===== config.mk =====
export PLATFORM = sky130hd
export DESIGN_NAME = run_control
export DESIGN_NICKNAME = d
export VERILOG_FILES = /design/src/rtl/run_control_pkg.sv /design/src/rtl/run_control_key.sv /design/src/rtl/run_control.sv
export SDC_FILE = /design/constraint.sdc
export NUM_CORES = 1
export LEC_CHECK = 0
export CAP_MARGIN = 10
export CORE_MARGIN = 8
export CORE_UTILIZATION = 35
export CTS_CLUSTER_SIZE = 40
export DETAILED_ROUTE_END_ITERATION = 10
export REMOVE_ABC_BUFFERS = 1
export SLEW_MARGIN = 0
export SYNTH_ARGS = -nofsm -noshare
export SYNTH_HDL_FRONTEND = slang
export SYNTH_HIERARCHICAL = 1
export SYNTH_SLANG_ARGS = --single-unit

===== constraint.sdc =====
create_clock -name clock -period 7.35 [get_ports clock]
set_input_delay 1.47 -clock clock [delete_from_list [all_inputs] [get_ports clock]]
set_output_delay 1.47 -clock clock [all_outputs]
set_load 0.05 [all_outputs]

===== src/rtl/run_control_pkg.sv =====
// Shared encodings and defaults for the Tamarac run/step controller.
package run_control_pkg;

  typedef enum logic [1:0] {
    RC_HALT  = 2'd0,
    RC_RUN   = 2'd1,
    RC_BURST = 2'd2
  } rc_state_e;

  localparam int unsigned RC_DBNC_CYCLES_DEFAULT = 250000;

  function automatic int unsigned rc_idx_w(input int unsigned n);
    return (n > 1) ? $clog2(n) : 1;
  endfunction

endpackage


===== src/rtl/run_control_key.sv =====
// Board key front end: 2-FF synchroniser, level debouncer and press pulse.
module key_conditioner
  import run_control_pkg::*;
#(
  parameter int unsigned DBNC_CYCLES = RC_DBNC_CYCLES_DEFAULT
) (
  input  logic clock,
  input  logic reset,
  input  logic key_n,
  output logic press
);

  localparam int unsigned CW = $clog2(DBNC_CYCLES + 1);

  logic          sync1_q, sync2_q;
  logic          key_on;
  logic          level_q, level_d;
  logic          armed_q, armed_d;
  logic [CW-1:0] cnt_q, cnt_d;

  // The synchroniser is left out of reset so a key held through reset still
  // reads as pressed afterwards and cannot arm the pulse until it is released.
  always_ff @(posedge clock) begin
    sync1_q <= key_n;
    sync2_q <= sync1_q;
  end

  assign key_on = ~sync2_q;

  always_comb begin
    level_d = level_q;
    cnt_d   = '0;
    if (key_on != level_q) begin
      if (cnt_q == CW'(DBNC_CYCLES - 1)) begin
        level_d = key_on;
      end else begin
        cnt_d = cnt_q + 1'b1;
      end
    end
    armed_d = armed_q | (~level_q & ~key_on);
    press   = armed_q & level_d & ~level_q;
  end

  always_ff @(posedge clock) begin
    if (!reset) begin
      level_q <= 1'b0;
      armed_q <= 1'b0;
      cnt_q   <= '0;
    end else begin
      level_q <= level_d;
      armed_q <= armed_d;
      cnt_q   <= cnt_d;
    end
  end

endmodule


===== src/rtl/run_control.sv =====
// HALT/RUN/BURST run controller with PC breakpoints and an instruction counter.
module run_control
  import run_control_pkg::*;
#(
  parameter int unsigned PC_W        = 13,
  parameter int unsigned N_BP        = 2,
  parameter int unsigned CNT_W       = 8,
  parameter int unsigned DBNC_CYCLES = RC_DBNC_CYCLES_DEFAULT,
  localparam int unsigned IDX_W      = rc_idx_w(N_BP)
) (
  input  logic                 clock,
  input  logic                 reset,
  input  logic                 key_mode_n,
  input  logic                 key_step_n,
  input  logic                 key_burst_n,
  input  logic [CNT_W-1:0]     burst_len,
  input  logic [N_BP*PC_W-1:0] bp_addr,
  input  logic [N_BP-1:0]      bp_valid,
  input  logic [PC_W-1:0]      pc,
  input  logic                 fetch,
  output logic                 step_en,
  output logic                 running,
  output logic                 bp_hit,
  output logic [IDX_W-1:0]     bp_index,
  output logic [CNT_W-1:0]     step_count
);

  logic mode_p, step_p, burst_p;

  key_conditioner #(.DBNC_CYCLES(DBNC_CYCLES)) u_key_mode (
    .clock(clock), .reset(reset), .key_n(key_mode_n), .press(mode_p)
  );
  key_conditioner #(.DBNC_CYCLES(DBNC_CYCLES)) u_key_step (
    .clock(clock), .reset(reset), .key_n(key_step_n), .press(step_p)
  );
  key_conditioner #(.DBNC_CYCLES(DBNC_CYCLES)) u_key_burst (
    .clock(clock), .reset(reset), .key_n(key_burst_n), .press(burst_p)
  );

  logic [N_BP-1:0]  hit;
  logic             match;
  logic [IDX_W-1:0] match_idx;

  for (genvar gi = 0; gi < N_BP; gi++) begin : g_bp
    assign hit[gi] = bp_valid[gi] && (bp_addr[gi*PC_W +: PC_W] == pc);
  end

  // Scan downwards so the lowest matching index is the one left standing.
  always_comb begin
    match_idx = '0;
    for (int i = N_BP - 1; i >= 0; i--) begin
      if (hit[i]) match_idx = IDX_W'(i);
    end
    match = |hit;
  end

  rc_state_e        state_q, state_d;
  logic             skip_q, skip_d;
  logic [CNT_W-1:0] remain_q, remain_d;
  logic             bp_hit_q, bp_hit_d;
  logic [IDX_W-1:0] bp_idx_q, bp_idx_d;
  logic [CNT_W-1:0] count_q, count_d;
  logic             bp_stop, burst_done, fetch_step;

  assign bp_stop    = fetch && match && !skip_q;
  assign burst_done = fetch && (remain_q == '0);
  assign fetch_step = fetch && step_en;

  always_comb begin
    case (state_q)
      RC_HALT:  step_en = step_p && !mode_p && !burst_p;
      RC_RUN:   step_en = !bp_stop;
      RC_BURST: step_en = !(bp_stop || burst_done);
      default:  step_en = 1'b0;
    endcase
  end

  always_comb begin
    state_d  = state_q;
    skip_d   = skip_q;
    remain_d = remain_q;
    bp_hit_d = bp_hit_q;
    bp_idx_d = bp_idx_q;
    count_d  = count_q;

    if (fetch_step) begin
      skip_d  = 1'b0;
      count_d = count_q + 1'b1;
    end

    case (state_q)
      RC_HALT: begin
        if (mode_p) begin
          state_d  = RC_RUN;
          skip_d   = 1'b1;
          bp_hit_d = 1'b0;
        end else if (burst_p && (burst_len != '0)) begin
          state_d  = RC_BURST;
          remain_d = burst_len;
          skip_d   = 1'b1;
          bp_hit_d = 1'b0;
        end
      end
      RC_RUN: begin
        if (bp_stop) begin
          state_d  = RC_HALT;
          bp_hit_d = 1'b1;
          bp_idx_d = match_idx;
        end else if (mode_p) begin
          state_d = RC_HALT;
        end
      end
      RC_BURST: begin
        if (fetch_step) remain_d = remain_q - 1'b1;
        if (bp_stop) begin
          state_d  = RC_HALT;
          bp_hit_d = 1'b1;
          bp_idx_d = match_idx;
        end else if (burst_done || mode_p) begin
          state_d = RC_HALT;
        end
      end
      default: state_d = RC_HALT;
    endcase
  end

  always_ff @(posedge clock) begin
    if (!reset) begin
      state_q  <= RC_HALT;
      skip_q   <= 1'b0;
      remain_q <= '0;
      bp_hit_q <= 1'b0;
      bp_idx_q <= '0;
      count_q  <= '0;
    end else begin
      state_q  <= state_d;
      skip_q   <= skip_d;
      remain_q <= remain_d;
      bp_hit_q <= bp_hit_d;
      bp_idx_q <= bp_idx_d;
      count_q  <= count_d;
    end
  end

  assign running    = (state_q != RC_HALT);
  assign bp_hit     = bp_hit_q;
  assign bp_index   = bp_idx_q;
  assign step_count = count_q;

endmodule


==> results of run 1 <==
cells by family (layout without fill, tap and decap cells):
group	after synthesis	count (layout)	synth area share
flip-flops	87	87	0.3889
XOR/XNOR	74	74	0.1447
AND/OR/NAND/NOR	215	215	0.2705
buffers and inverters	45	103	0.05029
adder cells (fa/ha/maj)	12	12	0.03353
AO/OA/AOI/OAI	63	63	0.1031
multiplexers	4	4	0.008941
critical path, cell delays in order:
cell,delay [ns]
clkdlybuf4s50_1,0.45
xnor2_1,0.21
nand4_1,0.13
nor4_2,0.52
a221oi_4,0.18
nor2_1,0.14
nor2_1,0.06
clkdlybuf4s50_1,0.69
registers in the layout, summed over array words and instances (netlist names), 2 cells and up:
| signal | count |
|---|---|
| u_key_step/cnt_q | 18 |
| u_key_burst/cnt_q | 18 |
| state_q | 2 |
| step_count | 8 |
| remain_q | 8 |
| u_key_mode/cnt_q | 18 |
metrics by stage:
| stage | area [um2] | utilization | hold WS [ns] | instances |
|---|---|---|---|---|
| after CTS | 5508 | 0.4382 | 0.3484 | 730 |
| after floorplan | 4332 | - | 0.3096 | 476 |
| after global placement | 5207 | 0.4143 | 0.3354 | 714 |
| final | 5508 | 0.4382 | 0.3432 | 730 |
| after global routing | 5508 | 0.4382 | 0.3572 | 730 |
| after detailed placement | 5207 | 0.4143 | 0.3342 | 714 |
placed cells by master (no fill, tap or decap), drive strengths merged, types with 2 or more instances in the layout:
master and instances:
nor4b 4, nand3 21, nor4bb 3, clkbuf 11, a31oi 3, a41oi 4
mux2i 4, inv 21, clkdlybuf4s50 66, xor2 45, o221a 3, ha 12
nand2 24, clkinvlp 3, or3 8, nand4 31, and3 16, and4 9
nor2b 7, o211ai 2, dfxtp 87, nor2 70, a21oi 18, or4 3
nor4 8, and4b 3, o31ai 3, xnor2 29, and2 6, o21a 3
o32ai 3, a31o 3, o21ai 8, a21boi 4
area by class of cell:
class                           count  area [um2]
Clock buffer                       11       242.7
Inverter                           21       78.83
Multi-Input combinational cell    368        2511
Tap cell                          172       215.2
Clock inverter                      5       57.56
Timing Repair Buffer               66       660.6
Sequential cell                    87        1742
Fill cell                        1246        7061
power by group:
part / switching, mW / internal (mW)
Sequential: 0.00290 / 0.476
Clock: 0.181 / 0.272
Combinational: 0.0286 / 0.0414
worst max path at each step:
stage / from / to
2_1_floorplan: fetch / step_en
3_3_place_gp: pc[1] / step_en
3_5_place_dp: pc[1] / step_en
4_1_cts: pc[1] / step_en
5_1_grt: u_key_step/cnt_q[0] / step_en
6_report: pc[1] / step_en
metal layers:
layer / vias up / part of all wire / track usage
li1: 1881 / - / -
met1: 1677 / 0.49 / 0.1536
met2: 77 / 0.43 / 0.1906
met3: 12 / 0.059 / 0.02917
met4: 0 / 0.016 / 0.05805
met5: - / 0 / 0
==> results.yml, run 1 <==
synth:
  yosys.cell_types.count: 49
  yosys-top-cells-count: "87 x dfxtp_1, 46 x nor2_1, 45 x xor2_1, 31 x nand4_1, 29 x xnor2_1"
  post_synthesis_instance_area_um2: 4478
  synth_seq_cells: 87
  synthDominantCellAreaShare: 0.3889
  syn-mean-instance-area_um2: 8.956
  post_synth_inst_count: 500
  synth_top_cells_by_area: "dfxtp_1 39%, xor2_1 8.8%, xnor2_1 5.7%"
  synth_largest_area_cell: "dfxtp_1"
  synth_edf_count: 0
  fraction_of_registers_with_async_set_reset: 0
  synth-seq-area-share: 0.3889
  synth_most_common_cell: "dfxtp_1"
  ys.flop_type: "dfxtp_1"
  yosys_warnings: 6
setup_path:
  timing.reg2reg.worst_path_depth: 11
  r2r_end: "remain_q[0]"
  regToRegStartpoint: "u_key_mode/cnt_q[0]"
  worst_ep_required_time_ns: 5.88
  critPathMaxFanout: 7
  endpoint_kind: "primary output"
  setup.reg_to_reg.worst_slack_ns: 3.30
  timing.setup.critical_path_class: "in2out"
  startpoint_class_of_the_critical_path: "input pin"
  data_arrival_at_the_endpoint_of_the_critical_path_ns: 3.86
placement:
  place.port_buffers: 66
  dpl_worst_slack_ns: 2.016
  routabilityCongestion: 0.8847
  detailedPlacementHpwl_mm: 7.268
die:
  dieHeight_um: 129.1
  core_area_um2: 12570
  die_boundary_width_um: 129.1
  die_area_um2: 16670
  initial_core_util: 0.3563
  floorplan.io_pins: 67
  placementRows: 41
layout:
  final_nets: 620
  area_growth_pct: 23.00
  drive_gt1_frac: 0.08065
  antennaDiodeCount: 0
cts:
  numCtsBuffers: 9
  cts_tree: "done"
  cts.clk_slew.worst_paths_ns: 0.06
  clock_tree.htree_level_count: 3
  postCtsSetupRepairBufs: 0
  numClockSinks: 87
  postCtsResizedCells: 0
  clock_insertion_delay_worst_skew_ns: 0.33
  max-clock-path-buffers: 2
  cts_root_buffer: "clkbuf_16"
  postCtsHoldBufs: 0
drt:
  totalWireLength_mm: 9.803
  drt_pre_antenna_iters: 5
  num_vias: 3647
  wl_per_cell_um: 13.43
  post_drt_via_cell_ratio: 4.996
  remaining_drc_errors: 0
  antenna_left: 0
  drt-initial-drc-count: 249
power_and_ir_drop:
  pwr_total_mw: 1.002
  max-vdd-ir-drop_mv: 0.1032
  p_leak_nw: 1.949
  power_density_nw_per_um2: 181.9
min_path:
  min-delay-start: "u_key_step/sync1_q"
  min_delay_path_depth: 0
  timing.hold.worst.class: "reg2reg"
  timing.hold.worst_endpoint: "u_key_step/sync2_q"
sta:
  setup-violations-final: 0
  fin_worst_skew_ns: 0.007236
  finalWorstPathRequiredPeriod_ns: 5.334
  worst_pin_slew_ns: 1.192
  timing.setup.tns_ns: 0
  slew_headroom: 0.2053
  final.setup.worst_slack_ns: 2.016
  hold_viol: 0
  max_clk_rate_mhz: 187.5
  pins_over_their_slew_limit: 0
  timing.final.crit_share: 0.7257
  rsz0062_at_grt: "false"
global_routing:
  grt_max_degree: 22
  antenna_found_initial: 0
  first_global_vias: 3570
  globalRouteTotalUtil: 0.1215
  grt-ovfl-total: 0
  wire_length_of_the_first_global_routing_pass_mm: 16.64
flow_run:
  cap_violations: 0
run_status:
  outcome: "finished, final reports clean"
Note: power is estimated with default switching activity, not from simulation.
==> run 2: changes to the inputs <==
- clock period: 7.35 -> 4.89 ns (I/O delays scaled with it)
==> run 2 against run 1 <==
Compared with the run above:
- design area hardly changed
- sequential share of layout area about the same
- total power grew 46%
- non-clock buffer count grew 3
- first-iteration DRC count rose by 9.2%
- clock skew is 0.00094 ns higher
- combinational power grew 50%
- critical path depth increased by 2
- register-to-register slack got worse by 1.8 ns
- count of clock-buffer cells in the layout increased by 1
- critical endpoint unchanged
==> results.yml, run 2 (same netlist as run 1, synthesis figures left out) <==
run_status:
  outcome: "finished, final reports clean"
layout:
  area_growth_pct: 22.97
  mostFrequentLayoutCell: "dfxtp_1"
  n_fill_cell: 1224
  final_core_utilization: 0.4381
  most-common-layout-cells: "87 x dfxtp_1, 66 x clkdlybuf4s50_1, 46 x nor2_1"
  drive_gt1_frac: 0.08556
  final_nets: 623
  fin_cells: 733
  antennaDiodeCount: 0
  largest_regs: "u_key_burst/cnt_q x18, u_key_mode/cnt_q x18, u_key_step/cnt_q x18"
  final_area_um2: 5507
setup_path:
  regToRegStartpoint: "u_key_burst/cnt_q[0]"
  timing.setup.critical_path_class: "reg2out"
  critPathMaxFanout: 8
  startpoint_of_the_most_critical_setup_path: "u_key_step/cnt_q[0]"
  data_arrival_at_the_endpoint_of_the_critical_path_ns: 3.39
  startpoint_class_of_the_critical_path: "flop"
  endpoint_kind: "primary output"
  worst_ep_required_time_ns: 3.91
cts:
  cts_root_buffer: "clkbuf_16"
  postCtsHoldBufs: 0
  clock_tree.htree_level_count: 3
  cts.clk_slew.worst_paths_ns: 0.06
  postCtsResizedCells: 0
  numClockSinks: 87
  numCtsBuffers: 9
  postCtsSetupRepairBufs: 0
  max-clock-path-buffers: 2
  clock_insertion_delay_worst_skew_ns: 0.33
  cts_tree: "done"
sta:
  timing.setup.tns_ns: 0
  slew_headroom: 0.4646
  pins_over_their_slew_limit: 0
  fin_worst_skew_ns: 0.008179
  hold_ws_ns: 0.3366
  max_clk_rate_mhz: 228.7
  hold_viol: 0
  timing.final.crit_share: 0.8943
  final.setup.worst_slack_ns: 0.5170
  setup-violations-final: 0
  worst_pin_slew_ns: 0.8030
  finalWorstPathRequiredPeriod_ns: 4.373
  rsz0062_at_grt: "false"
global_routing:
  antenna_found_initial: 0
  wire_length_of_the_first_global_routing_pass_mm: 16.95
  first_global_vias: 3647
  grt-ovfl-total: 0
  grt_max_degree: 22
  globalRouteTotalUtil: 0.1232
power_and_ir_drop:
  max-vdd-ir-drop_mv: 0.1499
  power_density_nw_per_um2: 265.1
  p_sw_frac: 0.2146
  p_leak_nw: 1.968
  clkPwrFrac: 0.435
  combPwrFrac: 0.072
  internal_power_mw: 1.146
  pwr_total_mw: 1.460
  power_frac_seq: 0.493
  switching_power_mw: 0.3132
placement:
  place_area_um2: 5230
  dpl_worst_slack_ns: 0.5733
  dpl.cell_count: 717
  routabilityCongestion: 0.8795
  detailedPlacementHpwl_mm: 7.227
  place.port_buffers: 66
min_path:
  timing.hold.worst.class: "reg2reg"
  min-delay-start: "u_key_burst/sync1_q"
drt:
  antenna_left: 0
  post_drt_via_cell_ratio: 5.011
  drt-initial-drc-count: 272
  remaining_drc_errors: 0
  drt_pre_antenna_iters: 4
  totalWireLength_mm: 9.919
  num_vias: 3673
  wl_per_cell_um: 13.53
die:
  die_area_um2: 16670
  placementRows: 41
  core_area_um2: 12570
  floorplan.io_pins: 67
  dieHeight_um: 129.1
  initial_core_util: 0.3563
  die_boundary_width_um: 129.1
flow_run:
  cap_violations: 0
[run 2: cell types whose count changed in the layout (fill, tap and decap cells not counted)]
cell	delta
clkinv_2	+3
clkinvlp_4	-3
buf_4	+3
bufinv_16	-1
clkbuf_8	+1
[run 2: power groups by stage]
stage / registers, mW / clock network [mW] / logic (mW)
6_report: 0.720 / 0.634 / 0.105
3_3_place_gp: 0.735 / 0 / 0.105
4_1_cts: 0.720 / 0.653 / 0.107
3_5_place_dp: 0.736 / 0 / 0.106
2_1_floorplan: 0.734 / 0 / 0.0444
5_1_grt: 0.720 / 0.684 / 0.116
[run 2: layout make-up]
| class | count | area (um2) | share of cell area |
|---|---|---|---|
| inverter | 21 | 78.83 | 0.01431 |
| tap | 172 | 215.2 | 0.03908 |
| clock inverter | 4 | 20.02 | 0.003636 |
| sequential | 87 | 1742 | 0.3163 |
| clock buffer | 12 | 256.5 | 0.04658 |
| multi-input combinational | 368 | 2511 | 0.4560 |
| timing repair buffer | 69 | 683.2 | 0.1241 |
[run 2: layer usage]
layer / global-route usage / vias to the layer above / wire (um)
met2: 0.1896 / 76 / 4246
met4: 0.05114 / 0 / 134
met5: 0 / - / 0
li1: - / 1882 / -
met3: 0.02958 / 8 / 509
met1: 0.1612 / 1707 / 5028
[run 2: worst paths after layout]
check | endpoint | slack [ns] | cells past startpoint
max | step_en | 0.52 | 10
min | u_key_burst/sync2_q | 0.34 | 0
max reg2reg | remain_q[0] | 1.53 | 11
min reg2reg | u_key_burst/sync2_q | 0.34 | 0
[run 2: critical path, stage by stage (launching register included)]
cell	delay [ns]
dfxtp_1	0.36
ha_1	0.34
nand3_1	0.16
and4b_1	0.34
nand3_1	0.11
nor4b_1	0.33
nor4b_1	0.29
buf_4	0.19
nor2_1	0.04
nor2_1	0.09
clkdlybuf4s50_1	0.81
==> run 3: changes to the inputs <==
- GPL_TIMING_DRIVEN: not set -> 0
- SLEW_MARGIN: 0 -> 40
==> run 3 against run 2 <==
Compared with the run above:
- via count shrank 0.71%
- largest cell class unchanged
- maximum frequency shrank 0.72%
- highest routed layer unchanged
- clock skew shrank 0.0025 ns
- largest power group unchanged
==> results.yml, run 3 (same netlist as run 1, synthesis figures left out) <==
power_and_ir_drop:
  p_sw_frac: 0.2005
  p_leak_nw: 1.971
  clkPwrFrac: 0.466
  power_frac_seq: 0.466
  combPwrFrac: 0.068
  switching_power_mw: 0.3097
  power_density_nw_per_um2: 279.0
  internal_power_mw: 1.235
  max-vdd-ir-drop_mv: 0.1523
die:
  die_boundary_width_um: 129.1
  initial_core_util: 0.3563
  die_area_um2: 16670
  dieHeight_um: 129.1
  floorplan.io_pins: 67
  placementRows: 41
  core_area_um2: 12570
setup_path:
  endpoint_kind: "primary output"
  regToRegStartpoint: "u_key_burst/cnt_q[0]"
  r2r_end: "remain_q[0]"
  timing.critical_path.slowest_cell_delay_ns: 0.70
  cp_num_cells: 8
  setup.reg_to_reg.worst_slack_ns: 1.51
  worstPathCellList: "clkdlybuf4s50_1 -> xnor2_1 -> nand4_1 -> nor4_2 -> a221oi_4 -> nor2_1 -> nor2_1 -> clkdlybuf4s50_1"
  critPathMaxFanout: 7
  timing.reg2reg.worst_path_depth: 10
  worstPathBufferInverterCount: 2
  data_arrival_at_the_endpoint_of_the_critical_path_ns: 3.43
  timing.critical_path.slowest_stage_cell: "clkdlybuf4s50_1"
  startpoint_class_of_the_critical_path: "input pin"
  worst_ep_required_time_ns: 3.91
  cp-endpoint: "step_en"
  timing.setup.critical_path_class: "in2out"
  startpoint_of_the_most_critical_setup_path: "pc[1]"
  critPathTopFamily: "buffers and inverters"
drt:
  drt-initial-drc-count: 187
  post_drt_via_cell_ratio: 5.003
  num_vias: 3647
  wl_per_cell_um: 13.56
  totalWireLength_mm: 9.885
  drt_pre_antenna_iters: 4
  remaining_drc_errors: 0
  antenna_left: 0
cts:
  postCtsResizedCells: 0
  clock_tree.htree_level_count: 3
  cts_root_buffer: "clkbuf_16"
  cts.clk_slew.worst_paths_ns: 0.06
  postCtsHoldBufs: 0
  numClockSinks: 87
  cts_tree: "done"
  postCtsSetupRepairBufs: 0
  max-clock-path-buffers: 2
  clock_insertion_delay_worst_skew_ns: 0.33
  numCtsBuffers: 9
layout:
  seqCellArea_um2: 1742
  largest_regs: "u_key_burst/cnt_q x18, u_key_mode/cnt_q x18, u_key_step/cnt_q x18"
  final_nets: 620
  drive_gt1_frac: 0.08618
  final_area_um2: 5537
  mostFrequentLayoutCell: "dfxtp_1"
  most-common-layout-cells: "87 x dfxtp_1, 66 x clkdlybuf4s50_1, 46 x nor2_1"
  final_core_utilization: 0.4405
  antennaDiodeCount: 0
  area_growth_pct: 23.64
  multi_input_comb_area_um2: 2527
  n_fill_cell: 1242
run_status:
  outcome: "finished, final reports clean"
placement:
  place.port_buffers: 66
  detailedPlacementHpwl_mm: 7.276
  place_area_um2: 5218
  routabilityCongestion: 0.8510
  dpl_worst_slack_ns: 0.4453
sta:
  finalWorstPathRequiredPeriod_ns: 4.405
  rsz0062_at_grt: "false"
  final.setup.worst_slack_ns: 0.4853
  hold_viol: 0
  timing.final.crit_share: 0.9008
  worst_pin_slew_ns: 0.7704
  timing.setup.tns_ns: 0
  setup-violations-final: 0
  hold_ws_ns: 0.3405
  max_clk_rate_mhz: 227.0
  pins_over_their_slew_limit: 0
  slew_headroom: 0.4864
  fin_worst_skew_ns: 0.005639
global_routing:
  wire_length_of_the_first_global_routing_pass_mm: 16.51
  first_global_vias: 3576
  grt_max_degree: 22
  globalRouteTotalUtil: 0.1207
  antenna_found_initial: 0
  grt-ovfl-total: 0
min_path:
  timing.hold.worst.class: "reg2reg"
flow_run:
  cap_violations: 0
run 3: stage by stage:
step | cells | power [mW]
after global placement | 714 | 0.8399
after floorplan | 476 | 0.7788
after global routing | 729 | 1.611
after detailed placement | 714 | 0.8418
final | 729 | 1.545
after CTS | 729 | 1.569
run 3: power groups by stage:
| stage | Clock (mW) | Sequential (mW) | Combinational [mW] |
|---|---|---|---|
| 3_3_place_gp | 0 | 0.735 | 0.104 |
| 3_5_place_dp | 0 | 0.736 | 0.106 |
| 5_1_grt | 0.775 | 0.720 | 0.116 |
| 2_1_floorplan | 0 | 0.734 | 0.0444 |
| 6_report | 0.719 | 0.720 | 0.106 |
| 4_1_cts | 0.742 | 0.720 | 0.107 |
run 3: worst min path at each step:
stage,start,to,depth (start not counted)
CTS,u_key_burst/sync1_q,u_key_burst/sync2_q,0
global placement,u_key_step/sync1_q,u_key_step/sync2_q,0
floorplan,u_key_burst/sync1_q,u_key_burst/sync2_q,0
global route,u_key_step/sync1_q,u_key_step/sync2_q,0
detailed placement,u_key_burst/sync1_q,u_key_burst/sync2_q,0
finish,u_key_step/sync1_q,u_key_step/sync2_q,0
run 3: per-layer routing:
layer  up-vias  part of all wire  GRT usage
li1       1871                 -          -
met1      1680              0.50     0.1541
met2        89              0.44     0.1930
met3         7             0.057    0.03615
met4         0            0.0095    0.03317
met5         -                 0          0
run 3: cell type report:
type,instances,share of cell area
Inverter,21,0.01424
Sequential cell,87,0.3146
Tap cell,172,0.03887
Timing Repair Buffer,66,0.1193
Clock buffer,11,0.04384
Clock inverter,4,0.01266
Multi-Input combinational cell,368,0.4565
==> edit: new RTL, flow settings as in run 3 <==
The parameter `N_BP` goes from 2 to 1.
--- a/src/rtl/run_control.sv
+++ b/src/rtl/run_control.sv
@@ -3,7 +3,7 @@
   import run_control_pkg::*;
 #(
   parameter int unsigned PC_W        = 13,
-  parameter int unsigned N_BP        = 2,
+  parameter int unsigned N_BP        = 1,
   parameter int unsigned CNT_W       = 8,
   parameter int unsigned DBNC_CYCLES = RC_DBNC_CYCLES_DEFAULT,
   localparam int unsigned IDX_W      = rc_idx_w(N_BP)
Interface: changed (resized bp_addr and bp_valid); port bits go from 67 to 53. No check against the original RTL was run, so the function may have changed too.
==> edit against run 3 <==
Utilization is 0.58 points lower. Final area is 5.3% lower. Worst setup slack better by 0.093 ns. Sequential cell count is 1 lower. Fmax is 2.2% higher. Clock power is 2% higher. Clock skew hardly changed. Via count is 3.0% lower. Die area is 2.4% lower. Power is 1.5% lower. Synthesized area is 2.8% lower. Register-to-register slack better by 0.05 ns. Wire length is 7.4% lower. Global-route usage is 0.77 points lower. Critical path type is now flip-flop to output pin. Highest routed layer unchanged.
==> edit: results <==
{
  "status": "complete, no violations",
  "synthTopCellsByCount": "sky130_fd_sc_hd__dfxtp_1 (86), sky130_fd_sc_hd__xor2_1 (57), sky130_fd_sc_hd__nor2_1 (41)",
  "post_synth_inst_count": 488,
  "drt_first_pass_iters": 4,
  "finish.cell_count_without_fillers": 698,
  "netlist_top_cells_area": "sky130_fd_sc_hd__dfxtp_1 (40%), sky130_fd_sc_hd__xor2_1 (11%), sky130_fd_sc_hd__nand4_1 (3.9%)",
  "worst_slew_margin_rel": 0.474,
  "crit_arrival_ns": 3.33,
  "p_switching_mw": 0.322,
  "post-dp-hpwl_microns": 6510,
  "routed-wl-met3_microns": 478,
  "gp_routability_congestion": 0.775,
  "met2_length_microns": 4080,
  "cts.root.buffer_cell": "sky130_fd_sc_hd__clkbuf_16",
  "layout-drive-gt1-share": 0.0981,
  "port-buffer-count": 51,
  "grt_util_all_layers": 0.113,
  "synth-seq-area-share": 0.395,
  "place_worst_setup_slack_ns": 0.779,
  "clock_skew_ns": 0.00570,
  "synth_unique_cells": 53,
  "post_synthesis_cell_area_sq_um": 4350,
  "dpl.cell_count": 682,
  "initial_antenna_violation_count": 0,
  "crit_fanout": 8,
  "detail_route.wirelength.met1_microns": 4410,
  "net_count_reported_at_finish": 579,
  "place_area_sq_um": 4930,
  "ctsLongestPathBuffers": 2,
  "detail_route.drc_violations": 0,
  "peakVddDrop_mv": 0.138,
  "nFillCells": 1168,
  "maximum_number_of_pins_on_one_net_before_global_route_repair": 25,
  "initialDrtViolationCount": 205,
  "drt-total-wl_microns": 9160,
  "p_leak_nw": 1.91,
  "grt_pass1_vias": 3398,
  "async_sr_flop_fraction": 0,
  "per_cell_via_count_in_the_routed_design": 5.07
}
-- edit: cell count changes after synthesis, moves of 3 or more --
cell	run 3	this run
sky130_fd_sc_hd__inv_1	21	18
sky130_fd_sc_hd__nand2_1	24	29
sky130_fd_sc_hd__nand3_1	21	26
sky130_fd_sc_hd__nand4_1	31	27
sky130_fd_sc_hd__nor2_1	46	41
sky130_fd_sc_hd__nor2b_1	7	1
sky130_fd_sc_hd__o211ai_1	2	5
sky130_fd_sc_hd__o21ai_0	7	10
sky130_fd_sc_hd__o21ai_1	0	5
sky130_fd_sc_hd__o221a_2	3	0
sky130_fd_sc_hd__o31ai_1	3	8
sky130_fd_sc_hd__o32ai_1	3	0
sky130_fd_sc_hd__xnor2_1	29	3
sky130_fd_sc_hd__xor2_1	45	57
-- edit: critical path, cell delays in order, from the launching register on --
cell                              delay, ns
sky130_fd_sc_hd__dfxtp_1               0.36
sky130_fd_sc_hd__ha_1                  0.36
sky130_fd_sc_hd__nand3_1               0.17
sky130_fd_sc_hd__and4b_1               0.34
sky130_fd_sc_hd__nand3_1               0.13
sky130_fd_sc_hd__nor4b_2               0.57
sky130_fd_sc_hd__nor2_1                0.15
sky130_fd_sc_hd__nand3_1               0.12
sky130_fd_sc_hd__a21oi_1               0.07
sky130_fd_sc_hd__clkdlybuf4s50_1       0.73
-- edit: area by class of cell --
cell class              count  area [sq um]  share of cell area
multi-input cells         359          2420               0.461
clock buffers               9           225              0.0429
flip-flops and latches     86          1720               0.328
inverters                  18          67.6              0.0129
repair buffers             51           505              0.0964
clock inverters             7          96.3              0.0184
well taps                 168           210              0.0401
-- edit: layer usage --
metal / vias to the layer above / track usage
li1: 1792 / -
met1: 1658 / 0.134
met2: 75 / 0.186
met3: 14 / 0.0245
met4: 0 / 0.0644
met5: - / 0
-- edit: power by group through the flow --
stage,Sequential (mW),Combinational (mW),Clock (mW)
floorplan,0.726,0.0329,0
global placement,0.727,0.0769,0
detailed placement,0.728,0.0788,0
CTS,0.712,0.0791,0.753
global route,0.712,0.0845,0.781
finish,0.712,0.0773,0.732
-- edit: cell families (layout without fill, tap and decap cells) --
group	count (synthesis)	after routing	synth area share
multiplexers	4	4	0.00948
adder cells (fa/ha/maj)	13	13	0.0374
AND/OR/NAND/NOR	214	214	0.280
buffers and inverters	43	85	0.0509
XOR/XNOR	60	60	0.121
other	1	1	0.000861
flip-flops	86	86	0.395
AO/OA/AOI/OAI	67	67	0.105
-- edit: final timing paths --
check / cells past startpoint / startpoint / slack [ns] / endpoint
max: 9 / u_key_mode/cnt_q[0] / 0.58 / step_en
min: 0 / u_key_step/sync1_q / 0.33 / u_key_step/sync2_q
min reg2reg: 0 / u_key_step/sync1_q / 0.33 / u_key_step/sync2_q
max reg2reg: 11 / u_key_mode/cnt_q[0] / 1.56 / remain_q[5]
